### src/rtl/load_tid_buffer_if.sv
// load_tid_buffer_if
// Groups the load-issue handshake and the cache response / writeback signals
// that connect the load unit and the data-cache port to load_tid_buffer.
//
// Parameters must match the load_tid_buffer instance they are bound to:
//   NR_ENTRIES  outstanding load slots; IW = max(1, clog2(NR_ENTRIES))
//   SB_ENTRIES  scoreboard depth;        TW = clog2(SB_ENTRIES)
//
// Signals (suffix shows direction as seen by the buffer):
//   alloc_valid_i     load unit issues a load
//   alloc_trans_id_i  scoreboard trans ID of that load       [TW]
//   alloc_ready_o     buffer can accept a load
//   alloc_idx_o       buffer index (cache transaction ID)     [IW]
//   rsp_valid_i       cache response valid
//   rsp_idx_i         buffer index carried by the response    [IW]
//   wb_valid_o        response forwarded to writeback
//   wb_trans_id_o     trans ID of the forwarded response      [TW]
//
// Modports: master = load unit / cache side, slave = load_tid_buffer.
interface load_tid_buffer_if #(
  parameter int NR_ENTRIES = 2,
  parameter int SB_ENTRIES = 8
);
  localparam int TW = $clog2(SB_ENTRIES);
  localparam int IW = (NR_ENTRIES > 1) ? $clog2(NR_ENTRIES) : 1;

  logic          alloc_valid_i;
  logic [TW-1:0] alloc_trans_id_i;
  logic          alloc_ready_o;
  logic [IW-1:0] alloc_idx_o;
  logic          rsp_valid_i;
  logic [IW-1:0] rsp_idx_i;
  logic          wb_valid_o;
  logic [TW-1:0] wb_trans_id_o;

  modport master (
    output alloc_valid_i, alloc_trans_id_i, rsp_valid_i, rsp_idx_i,
    input  alloc_ready_o, alloc_idx_o, wb_valid_o, wb_trans_id_o
  );

  modport slave (
    input  alloc_valid_i, alloc_trans_id_i, rsp_valid_i, rsp_idx_i,
    output alloc_ready_o, alloc_idx_o, wb_valid_o, wb_trans_id_o
  );
endinterface

### src/rtl/load_tid_buffer.sv
// load_tid_buffer
// Tracks outstanding loads between the load unit and the data-cache request
// port. Each issued load gets a buffer index (used as the cache transaction
// ID) and the entry remembers the scoreboard trans ID, which is handed back to
// writeback when the cache answers. A flush marks in-flight loads as killed so
// their late responses free the slot without reaching writeback.
//
// Parameters:
//   NR_ENTRIES  outstanding loads, 1..8
//   SB_ENTRIES  scoreboard depth (trans ID width TW = clog2(SB_ENTRIES))
//
// Ports:
//   clk_i        core clock
//   rst_ni       asynchronous active-low reset
//   flush_i      kill all in-flight loads
//   bus          load_tid_buffer_if.slave (alloc handshake, response, writeback)
//   occupancy_o  number of valid entries (killed entries included)
//   err_o        sticky: a response addressed an entry that was not in flight
//
// Build option:
//   LOAD_TID_BUFFER_BYPASS_EN  when defined, a slot freed by a response in the
//   current cycle may be handed out to a load in that same cycle. Otherwise a
//   freed slot becomes allocatable one cycle later.
module load_tid_buffer #(
  parameter int NR_ENTRIES = 2,
  parameter int SB_ENTRIES = 8,
  localparam int TW = $clog2(SB_ENTRIES),
  localparam int IW = (NR_ENTRIES > 1) ? $clog2(NR_ENTRIES) : 1
) (
  input  logic            clk_i,
  input  logic            rst_ni,
  input  logic            flush_i,
  load_tid_buffer_if.slave bus,
  output logic [IW:0]     occupancy_o,
  output logic            err_o
);

  typedef enum logic [1:0] {
    ST_FREE   = 2'd0,
    ST_BUSY   = 2'd1,
    ST_KILLED = 2'd2
  } entry_state_e;

  logic [NR_ENTRIES-1:0] valid_vec;
  logic [NR_ENTRIES-1:0] killed_vec;
  logic [NR_ENTRIES-1:0] free_vec;
  logic [NR_ENTRIES-1:0] rsp_hit_vec;
  logic [TW-1:0]         tid_arr [NR_ENTRIES];

  logic          alloc_ready;
  logic          alloc_fire;
  logic [IW-1:0] alloc_idx;
  logic          sel_valid;
  logic          sel_killed;
  logic [TW-1:0] sel_tid;
  logic          err_reg;

  for (genvar gi = 0; gi < NR_ENTRIES; gi++) begin : g_entry
    entry_state_e  state_reg, state_next;
    logic [TW-1:0] tid_reg, tid_next;
    logic          grant;

    assign rsp_hit_vec[gi] = bus.rsp_valid_i && (bus.rsp_idx_i == IW'(gi));
    assign valid_vec[gi]   = (state_reg != ST_FREE);
    assign killed_vec[gi]  = (state_reg == ST_KILLED);
    assign tid_arr[gi]     = tid_reg;
    assign grant           = alloc_fire && (alloc_idx == IW'(gi));

`ifdef LOAD_TID_BUFFER_BYPASS_EN
    assign free_vec[gi] = ~valid_vec[gi] | rsp_hit_vec[gi];
`else
    assign free_vec[gi] = ~valid_vec[gi];
`endif

    always_comb begin
      state_next = state_reg;
      tid_next   = tid_reg;
      case (state_reg)
        ST_FREE:   ;
        // A response in the flush cycle completes the load, so it wins over kill.
        ST_BUSY: begin
          if (rsp_hit_vec[gi])  state_next = ST_FREE;
          else if (flush_i)     state_next = ST_KILLED;
        end
        ST_KILLED: if (rsp_hit_vec[gi]) state_next = ST_FREE;
        default:   state_next = ST_FREE;
      endcase
      // Grants only ever target a free (or, with bypass, being-freed) slot,
      // so a new load overrides the release in the same cycle.
      if (grant) begin
        state_next = ST_BUSY;
        tid_next   = bus.alloc_trans_id_i;
      end
    end

    always_ff @(posedge clk_i or negedge rst_ni) begin
      if (!rst_ni) begin
        state_reg <= ST_FREE;
        tid_reg   <= '0;
      end else begin
        state_reg <= state_next;
        tid_reg   <= tid_next;
      end
    end
  end

  // Lowest-index free slot wins: scan downward so the last match is the lowest.
  always_comb begin
    alloc_idx = '0;
    for (int i = NR_ENTRIES - 1; i >= 0; i--) begin
      if (free_vec[i]) alloc_idx = IW'(i);
    end
  end

  // No new load may start while a flush is killing the in-flight ones.
  assign alloc_ready = (|free_vec) & ~flush_i;
  assign alloc_fire  = bus.alloc_valid_i & alloc_ready;

  // Explicit compare-select so an index beyond NR_ENTRIES-1 reads as invalid.
  always_comb begin
    sel_valid  = 1'b0;
    sel_killed = 1'b0;
    sel_tid    = '0;
    for (int i = 0; i < NR_ENTRIES; i++) begin
      if (bus.rsp_idx_i == IW'(i)) begin
        sel_valid  = valid_vec[i];
        sel_killed = killed_vec[i];
        sel_tid    = tid_arr[i];
      end
    end
  end

  always_comb begin
    occupancy_o = '0;
    for (int i = 0; i < NR_ENTRIES; i++) begin
      occupancy_o = occupancy_o + (IW + 1)'(valid_vec[i]);
    end
  end

  always_ff @(posedge clk_i or negedge rst_ni) begin
    if (!rst_ni)                        err_reg <= 1'b0;
    else if (bus.rsp_valid_i && !sel_valid) err_reg <= 1'b1;
  end

  assign bus.alloc_ready_o = alloc_ready;
  assign bus.alloc_idx_o   = alloc_idx;
  assign bus.wb_valid_o    = bus.rsp_valid_i & sel_valid & ~sel_killed;
  assign bus.wb_trans_id_o = bus.wb_valid_o ? sel_tid : '0;
  assign err_o             = err_reg;

endmodule

### src/flat_wrapper.sv
// flat-port wrapper written by rule: the top's interface ports become plain ports
module load_tid_buffer_flat 
#(
  parameter int NR_ENTRIES = 2,
  parameter int SB_ENTRIES = 8,
  localparam int TW = $clog2(SB_ENTRIES),
  localparam int IW = (NR_ENTRIES > 1) ? $clog2(NR_ENTRIES) : 1
)
  (clk_i, rst_ni, flush_i, occupancy_o, err_o, bus_alloc_valid_i, bus_alloc_trans_id_i, bus_rsp_valid_i, bus_rsp_idx_i, bus_alloc_ready_o, bus_alloc_idx_o, bus_wb_valid_o, bus_wb_trans_id_o);
  load_tid_buffer_if #(.NR_ENTRIES(NR_ENTRIES), .SB_ENTRIES(SB_ENTRIES)) bus_i ();
  input  logic clk_i;
  input  logic rst_ni;
  input  logic flush_i;
  output logic [IW:0] occupancy_o;
  output logic err_o;
  input wire logic [$bits(bus_i.alloc_valid_i)-1:0] bus_alloc_valid_i;
  input wire logic [$bits(bus_i.alloc_trans_id_i)-1:0] bus_alloc_trans_id_i;
  input wire logic [$bits(bus_i.rsp_valid_i)-1:0] bus_rsp_valid_i;
  input wire logic [$bits(bus_i.rsp_idx_i)-1:0] bus_rsp_idx_i;
  output wire logic [$bits(bus_i.alloc_ready_o)-1:0] bus_alloc_ready_o;
  output wire logic [$bits(bus_i.alloc_idx_o)-1:0] bus_alloc_idx_o;
  output wire logic [$bits(bus_i.wb_valid_o)-1:0] bus_wb_valid_o;
  output wire logic [$bits(bus_i.wb_trans_id_o)-1:0] bus_wb_trans_id_o;
  assign bus_i.alloc_valid_i = bus_alloc_valid_i;
  assign bus_i.alloc_trans_id_i = bus_alloc_trans_id_i;
  assign bus_i.rsp_valid_i = bus_rsp_valid_i;
  assign bus_i.rsp_idx_i = bus_rsp_idx_i;
  assign bus_alloc_ready_o = bus_i.alloc_ready_o;
  assign bus_alloc_idx_o = bus_i.alloc_idx_o;
  assign bus_wb_valid_o = bus_i.wb_valid_o;
  assign bus_wb_trans_id_o = bus_i.wb_trans_id_o;
  load_tid_buffer #(.NR_ENTRIES(NR_ENTRIES), .SB_ENTRIES(SB_ENTRIES)) u_core (.clk_i(clk_i), .rst_ni(rst_ni), .flush_i(flush_i), .bus(bus_i), .occupancy_o(occupancy_o), .err_o(err_o));
endmodule
### config.mk
export PLATFORM = sky130hd
export DESIGN_NAME = load_tid_buffer_flat
export DESIGN_NICKNAME = d
export VERILOG_FILES = /design/src/rtl/load_tid_buffer_if.sv /design/src/rtl/load_tid_buffer.sv /design/src/flat_wrapper.sv
export SDC_FILE = /design/constraint.sdc
export NUM_CORES = 1
export LEC_CHECK = 0
export ABC_AREA = 1
export ABC_CLOCK_PERIOD_IN_PS = 4300
export CAP_MARGIN = 20
export CORE_MARGIN = 2
export CORE_UTILIZATION = 30
export CTS_BUF_LIST = sky130_fd_sc_hd__clkbuf_2
export CTS_CLUSTER_SIZE = 10
export DETAILED_ROUTE_END_ITERATION = 12
export HOLD_SLACK_MARGIN = 0.02
export RECOVER_POWER = 50
export SYNTH_ARGS = -nofsm -noshare
export SYNTH_HDL_FRONTEND = slang
export SYNTH_SLANG_ARGS = --single-unit
### constraint.sdc
create_clock -name clk_i -period 4.3 [get_ports clk_i]
set_input_delay 0.86 -clock clk_i [delete_from_list [all_inputs] [get_ports clk_i]]
set_output_delay 0.86 -clock clk_i [all_outputs]
set_load 0.05 [all_outputs]
After elaboration in Yosys (flattened, before gate mapping) --
Cells that the tools add are included.
Storage, ports and cells: memories 0, register bits after elaboration 11, input bits 9, memory bits (read-only) 0, bits in writable memories 0, bits in latches 0, output and inout port bits 9, logic and storage cells 54
Cells by class: mux-type cells 15, add/subtract/negate cells 1, eq/ne operators 10, multipliers 0, shift-type cells 0, div/mod/pow operators 0, order comparisons 0, reduce and logical (&&, ||, !) cells 13, bitwise logic cells 10
Operators by type and width (count):
- 2-bit two-way mux | 7
- 2-bit case mux with 3 select lines | 2
- 4-bit by 2-bit inequality test with 1-bit output, second input constant | 2
- 3-bit two-way mux | 2
- 3-bit inequality test, second input constant | 2
- 1-bit NOT | 6
- 3-bit AND reduction | 2
- 1-bit logical AND | 5
- 1-bit AND | 4
- 2-bit by 1-bit == test with 1-bit output, second input constant | 2
- 2-bit == test, second input constant | 2
- 2-bit logical NOT | 2
- 1-bit two-way mux | 4
- 2-bit by 1-bit inequality test with 1-bit output, second input constant | 2
- 2-bit nonzero test | 2
- 1-bit by 1-bit adder with 2-bit output | 1
- 2-bit OR reduction | 1
- 1-bit logical NOT | 1

Depth between registers and ports, before layout --
Gate-level depths: netlist of run 1.
word-level depth 8, depth in mapped cells 8, mapped depth without buffers 8

Least setup slack after synthesis of run 1 --
No wires, ideal clock.
path kind input-to-output, start point input bus_rsp_valid_i, end point output bus_wb_trans_id_o[0], data required time 3440 ps, buffers on the path 0, setup slack 1746 ps, stages 6, arrival time 1694 ps, path through inv_1 -> nor2_1 -> o21ai_1 -> nand2_1 -> nand2_2 -> a21oi_2
On the way: word-level cells in the longest chain between the ends 3
Ends and longest elaborated chain:
- start: declaration | line flat_wrapper.sv:18 | input wire logic [$bits(bus_i.rsp_valid_i)-1:0] bus_rsp_valid_i;
- 1-bit AND (2 in a row) | line load_tid_buffer.sv:147 | assign bus.wb_valid_o = bus.rsp_valid_i & sel_valid & ~sel_killed;
- 3-bit two-way mux | line load_tid_buffer.sv:148 | assign bus.wb_trans_id_o = bus.wb_valid_o ? sel_tid : '0;
- end: declaration | line flat_wrapper.sv:23 | output wire logic [$bits(bus_i.wb_trans_id_o)-1:0] bus_wb_trans_id_o;
No other way between the ends.

Worst setup path after layout of run 1 --
start point input bus_rsp_idx_i, end point output bus_wb_trans_id_o[1]
On the way: word-level cells in the longest chain between the ends 4, elaborated cells between the ends (all ways) 7
Ends and longest elaborated chain:
- start: declaration | line flat_wrapper.sv:19 | input wire logic [$bits(bus_i.rsp_idx_i)-1:0] bus_rsp_idx_i;
- 1-bit two-way mux | line load_tid_buffer.sv:125 | if (bus.rsp_idx_i == IW'(i)) begin
- 1-bit AND / 1-bit NOT (equally long branches) | line load_tid_buffer.sv:147
- 1-bit AND | line load_tid_buffer.sv:147
- 3-bit two-way mux (*) | line load_tid_buffer.sv:148
Every way passes the cells marked *; elsewhere a longest branch is shown, timed or not.

==> flow_summary.yaml, run 1 <==
cts:
  clkTransAtPathRegs_ps: 110
  cts_tree: "built"
  cts_inserted_buffers: 3
  cts_resized: 0
  cts_max_level: 1
  cts.path.max_buffers: 2
  cts_hold_buf: 0
  numClockSinks: 11
  post-cts-setup-buffers: 0
  clock-root-buffer: "clkbuf_2"
  clk_latency_ps: 260
global_routing:
  grt_overflow: 0
  met1_usage_pct: 14.2
  grt_max_degree: 12
  grt_usage_pct: 11.5
  antenna_found_initial: 0
  grt_pass1_wl_mm: 2.09
  use_met2_pct: 18.5
  grt_use_met3_pct: 2.76
  gr-max-usage-layer: "met2"
  grt_pass1_vias: 472
cells_and_area:
  largest_reg_flops: 6
  nets: 107
  drive_gt1_share_pct: 12.6
  n_antenna_cell: 0
  final_common_cell: "nand2_1"
  final_cell_mix: "nand2_1 (19), clkdlybuf4s50_1 (14), inv_1 (12)"
  area_growth_syn_to_layout_pct: 33.4
timing:
  fin_hold_ws_ps: 505
  clock.fmax_ghz: 0.269
  relSlewSlack_pct: 66.2
  rsz0062_at_grt: "no"
  finalSetupViolations: 0
  setup_tns_ps: 0
  period_minus_slack_ps: 3710
  hold_violations: 0
  period_share_pct: 86.4
  finalMaxSlewViolations: 0
  tightest_slew_ps: 506
  finalClockSkew_ps: 4.60
drt:
  ant_nets: 0
  first_pass_iters: 4
  vias_per_cell: 4.42
  dr.first_iter.drc_count: 3
  drt-total-wl_mm: 1.25
  drc: 0
  wl_per_cell_um: 10.2
  vias: 539
floorplan:
  initial_core_util_pct: 31.4
  die_h_um: 49.1
  fp-row-count: 16
  fp.coreArea_um2: 1940
  die_area_um2: 2410
  die-width_um: 49.1
  io_pins: 18
critical_path:
  ff2ff_path_depth: 8
  critPathKind: "in -> out"
  setup.worst_path.end_class: "primary output"
  required_ps: 3440
  critPathLaunchType: "input pin"
  r2r_slack_ps: 2480
  r2r-start: "u_core.g_entry[1].state_reg[0]"
  reg2reg_to: "u_core.g_entry[0].state_reg[1]"
  arrival_ps: 2850
  path_max_fanout: 6
  critPathLaunch: "bus_rsp_idx_i"
synthesis:
  syn_area_um2: 611
  synth.distinct_cells: 19
  avgSynthCellArea_um2: 8.25
  synth-seq-area-share_pct: 45.1
  syn_nets: 85
  postSynthCellCount: 74
  yosys_register_bits: 11
  yosys_warnings: 0
worst_hold_path:
  hold_path_end: "u_core.g_entry[0].tid_reg[1]"
  hold_start: "u_core.g_entry[0].tid_reg[1]"
  hold_depth: 2
  worstHoldPathType: "reg -> reg"
flow_run:
  maxCapViolCount: 0
power_and_ir_drop:
  ir_drop_mv: 0.313
  p_per_area_nw_per_um2: 700
  p_leak_nw: 0.388
place:
  gp_congestion: 0.735
  port_buffers: 17
  hpwl_um: 974
status:
  status: "completed"
layout make-up:
class | count | area [um^2]
Sequential cell | 11 | 275
Inverter | 14 | 52.6
Timing Repair Buffer | 17 | 170
Tap cell | 27 | 33.8
Multi-Input combinational cell | 49 | 263
Fill cell | 217 | 1130
Clock buffer | 4 | 20.0
where the power goes:
part / total [W] / internal [W] / switching (W) / leakage [nW]
logic: 0.000336 / 0.000112 / 0.000224 / 0.235
clock network: 0.0000618 / 0.0000247 / 0.0000371 / 0.0166
registers: 0.000172 / 0.000144 / 0.0000279 / 0.137
total: 0.000570 / 0.000281 / 0.000289 / 0.388
logic make-up (layout without fill, tap and decap cells):
kind of cell / after synthesis / in the layout / share of synthesized area [%]
simple gates: 28 / 28 / 23.2
compound gates: 19 / 19 / 19.1
buf+inv: 14 / 35 / 8.60
flops: 11 / 11 / 45.1
fa+ha+maj: 2 / 2 / 4.10
synth_stat cells:
cell	number	share of area [%]
dfrtp_1	11	45
o21ai_2	2	2.9
a21oi_2	3	4.3
o21bai_1	1	1.2
ha_1	2	4.1
clkinv_1	1	0.61
nand3_2	1	1.6
a21oi_1	3	2.5
nand2_1	19	12
o21ai_1	7	5.7
nor3b_1	1	1.2
inv_1	12	7.4
nand3_4	1	2.9
nor2_4	1	1.8
nand3_1	2	1.6
inv_2	1	0.61
o21ai_0	3	2.5
nor2_1	2	1.2
nand2_2	1	1.0
worst max-delay path, cell delays in order:
cell,delay (ps)
dlygate4sd3_1,620
nor2_1,190
o21ai_1,90
nand2_1,70
nand2_2,90
a21oi_2,120
clkdlybuf4s50_1,810
layer usage:
metal	up-vias	share of wire, %
li1	280	-
met1	239	46
met2	16	46
met3	4	6.3
met4	0	1.7
met5	-	0
stage by stage:
stage / cells / cell area (um^2) / power [W] / utilization, % / worst slack [ps]
floorplan: 74 / 611 / 0.000436 / - / 1750
global placement: 118 / 815 / 0.000525 / 41.9 / 657
detailed placement: 118 / 815 / 0.000528 / 41.9 / 661
CTS: 122 / 835 / 0.000589 / 43.0 / 649
global route: 122 / 815 / 0.000609 / 41.9 / 465
finish: 122 / 815 / 0.000570 / 41.9 / 586
worst max path at each step:
stage                                 endpoint  cells past startpoint  slack (ps)
after global routing      bus_wb_trans_id_o[1]                      7         470
final                     bus_wb_trans_id_o[1]                      7         590
after global placement    bus_wb_trans_id_o[1]                      6         660
after detailed placement  bus_wb_trans_id_o[1]                      6         660
after CTS                 bus_wb_trans_id_o[1]                      6         650
after floorplan           bus_wb_trans_id_o[0]                      6        1750
No activity file was read; power rests on OpenSTA's default activity.
==> inputs of run 2 (changes only) <==
--- a/config.mk
+++ b/config.mk
@@ -15,6 +15,7 @@
 export DETAILED_ROUTE_END_ITERATION = 12
 export HOLD_SLACK_MARGIN = 0.02
 export RECOVER_POWER = 50
+export SETUP_SLACK_MARGIN = 0.05
 export SYNTH_ARGS = -nofsm -noshare
 export SYNTH_HDL_FRONTEND = slang
 export SYNTH_SLANG_ARGS = --single-unit
==> results of run 2 <==
No change in the layout: final DEF, timing and power equal those of run 1.
==> inputs of run 3 (changes only) <==
--- a/config.mk
+++ b/config.mk
@@ -9,13 +9,14 @@
 export ABC_CLOCK_PERIOD_IN_PS = 4300
 export CAP_MARGIN = 20
 export CORE_MARGIN = 2
-export CORE_UTILIZATION = 30
+export CORE_UTILIZATION = 35
 export CTS_BUF_LIST = sky130_fd_sc_hd__clkbuf_2
 export CTS_CLUSTER_SIZE = 10
 export DETAILED_ROUTE_END_ITERATION = 12
-export HOLD_SLACK_MARGIN = 0.02
+export HOLD_SLACK_MARGIN = 0.15
 export RECOVER_POWER = 50
 export SETUP_SLACK_MARGIN = 0.05
+export SLEW_MARGIN = 20
 export SYNTH_ARGS = -nofsm -noshare
 export SYNTH_HDL_FRONTEND = slang
 export SYNTH_SLANG_ARGS = --single-unit
==> run 3 against run 2 <==
  * Clock power is 7.4% lower
  * Total power is 0.40% lower
  * Non-clock buffer count stayed put
  * Maximum frequency is 0.37% higher
  * Worst hold slack worse by 25 ps
  * Global-route usage is 2.7 points higher
  * Final cell count is 8.2% lower
  * Combinational power hardly changed
  * Sequential power hardly changed
  * Core utilization is 5.2 points higher
  * Sequential cell count stayed put
  * Critical path type unchanged
==> flow_summary.yaml, run 3 (synthesis gave the netlist of run 1 again) <==
critical_path:
  arrival_ps: 2840
  required_ps: 3440
  path_max_fanout: 6
  critPathMaxStageDelay_ps: 800
  setup.worst_path.end_class: "primary output"
  critPathLaunchType: "input pin"
  critical_path.top_delay_family: "buffers and inverters"
  critPathKind: "in -> out"
  crit_chain: "dlygate4sd3_1, nor2_1, o21ai_1, nand2_1, nand2_2, a21oi_2, clkdlybuf4s50_1"
  crit_buf_inv: 2
  slowest_stage: "clkdlybuf4s50_1"
drt:
  vias_per_cell: 4.84
  ant_nets: 0
  drc: 0
  wl_per_cell_um: 11.4
  first_pass_iters: 4
  dr.first_iter.drc_count: 18
  vias: 542
  wl_met1_um: 560
  wl_met2_um: 647
  highest_layer: "met4"
  route.met3.wl_um: 54
  drt-total-wl_mm: 1.28
power_and_ir_drop:
  ir_drop_mv: 0.392
  p_leak_nw: 0.387
  p_per_area_nw_per_um2: 712
timing:
  setup_tns_ps: 0
  relSlewSlack_pct: 66.2
  finalClockSkew_ps: 7.28
  hold_violations: 0
  tightest_slew_ps: 505
  finalMaxSlewViolations: 0
  fin_ws_ps: 600
  finalSetupViolations: 0
  clock.fmax_ghz: 0.270
  period_minus_slack_ps: 3700
  rsz0062_at_grt: "no"
  period_share_pct: 86.1
cells_and_area:
  multi_input_area_um2: 258
  final_cell_mix: "nand2_1 (19), clkdlybuf4s50_1 (15), inv_1 (12)"
  fill_cells: 178
  largest_reg_flops: 6
  final_common_cell: "nand2_1"
  nets: 107
  regArea_um2: 275
  n_antenna_cell: 0
  area_growth_syn_to_layout_pct: 30.5
  drive_gt1_share_pct: 11.6
floorplan:
  fp-row-count: 15
  initial_core_util_pct: 36.1
  io_pins: 18
  fp.coreArea_um2: 1690
  die-width_um: 45.8
  die_area_um2: 2090
  die_h_um: 45.8
cts:
  cts.path.max_buffers: 2
  numClockSinks: 11
  clock-root-buffer: "clkbuf_2"
  clkTransAtPathRegs_ps: 100
  cts_max_level: 1
  cts_resized: 0
  clk_latency_ps: 250
  cts_hold_buf: 0
  post-cts-setup-buffers: 0
  cts_tree: "built"
  cts_inserted_buffers: 3
global_routing:
  grt_max_degree: 12
  grt_pass1_wl_mm: 2.04
  grt_overflow: 0
  grt_usage_pct: 14.2
  antenna_found_initial: 0
  grt_pass1_vias: 471
status:
  status: "completed"
place:
  hpwl_mm: 1.03
  dp_slack_ps: 668
  port_buffers: 17
  gp_congestion: 0.761
flow_run:
  maxCapViolCount: 0
worst_hold_path:
  worstHoldPathType: "reg -> reg"
## run 3: cell count changes in the layout (fill, tap and decap cells not counted), sizes merged
| cell | delta |
|---|---|
| clkdlybuf4s50 | +1 |
| dlygate4sd3 | -1 |
## run 3: path summary, 6_finish.rpt
check | startpoint | cells after the start | slack [ps] | endpoint
setup / recovery | bus_rsp_idx_i | 7 | 600 | bus_wb_trans_id_o[1]
hold / removal | u_core.err_o | 1 | 480 | u_core.err_o
setup reg to reg | u_core.g_entry[1].state_reg[0] | 8 | 2490 | u_core.g_entry[0].state_reg[1]
hold reg to reg | u_core.err_o | 1 | 480 | u_core.err_o
max in group asynchronous | rst_ni | 1 | 2960 | u_core.g_entry[0].tid_reg[0]
min in group asynchronous | rst_ni | 1 | 1000 | u_core.g_entry[1].state_reg[1]
## run 3: report_power, final
group / switching, W / internal, W / total (W)
registers: 0.0000293 / 0.000144 / 0.000174
logic: 0.000225 / 0.000112 / 0.000337
clock network: 0.0000325 / 0.0000247 / 0.0000572
## run 3: per-layer routing
metal | track usage (%) | vias to the layer above
met5 | 0 | -
met4 | 3.43 | 0
met3 | 5.95 | 2
met2 | 23.9 | 15
met1 | 16.6 | 245
li1 | - | 280
## run 3: metrics by stage
stage               utilization [%]  std cells  hold WS, ps  total power, W  cell area, um^2
finish                         47.2        112          480        0.000568              797
global route                   47.2        112          530        0.000609              797
CTS                            48.7        112          489        0.000591              822
detailed placement             47.5        108          461        0.000532              802
global placement               47.5        108          464        0.000528              802
floorplan                         -         74          459        0.000436              611
## run 3: area by class of cell
| class | count | share of cell area [%] |
|---|---|---|
| sequential | 11 | 34.5 |
| tap | 17 | 2.67 |
| clock buffer | 4 | 2.51 |
| inverter | 14 | 6.59 |
| timing repair buffer | 17 | 21.4 |
| multi-input combinational | 49 | 32.3 |
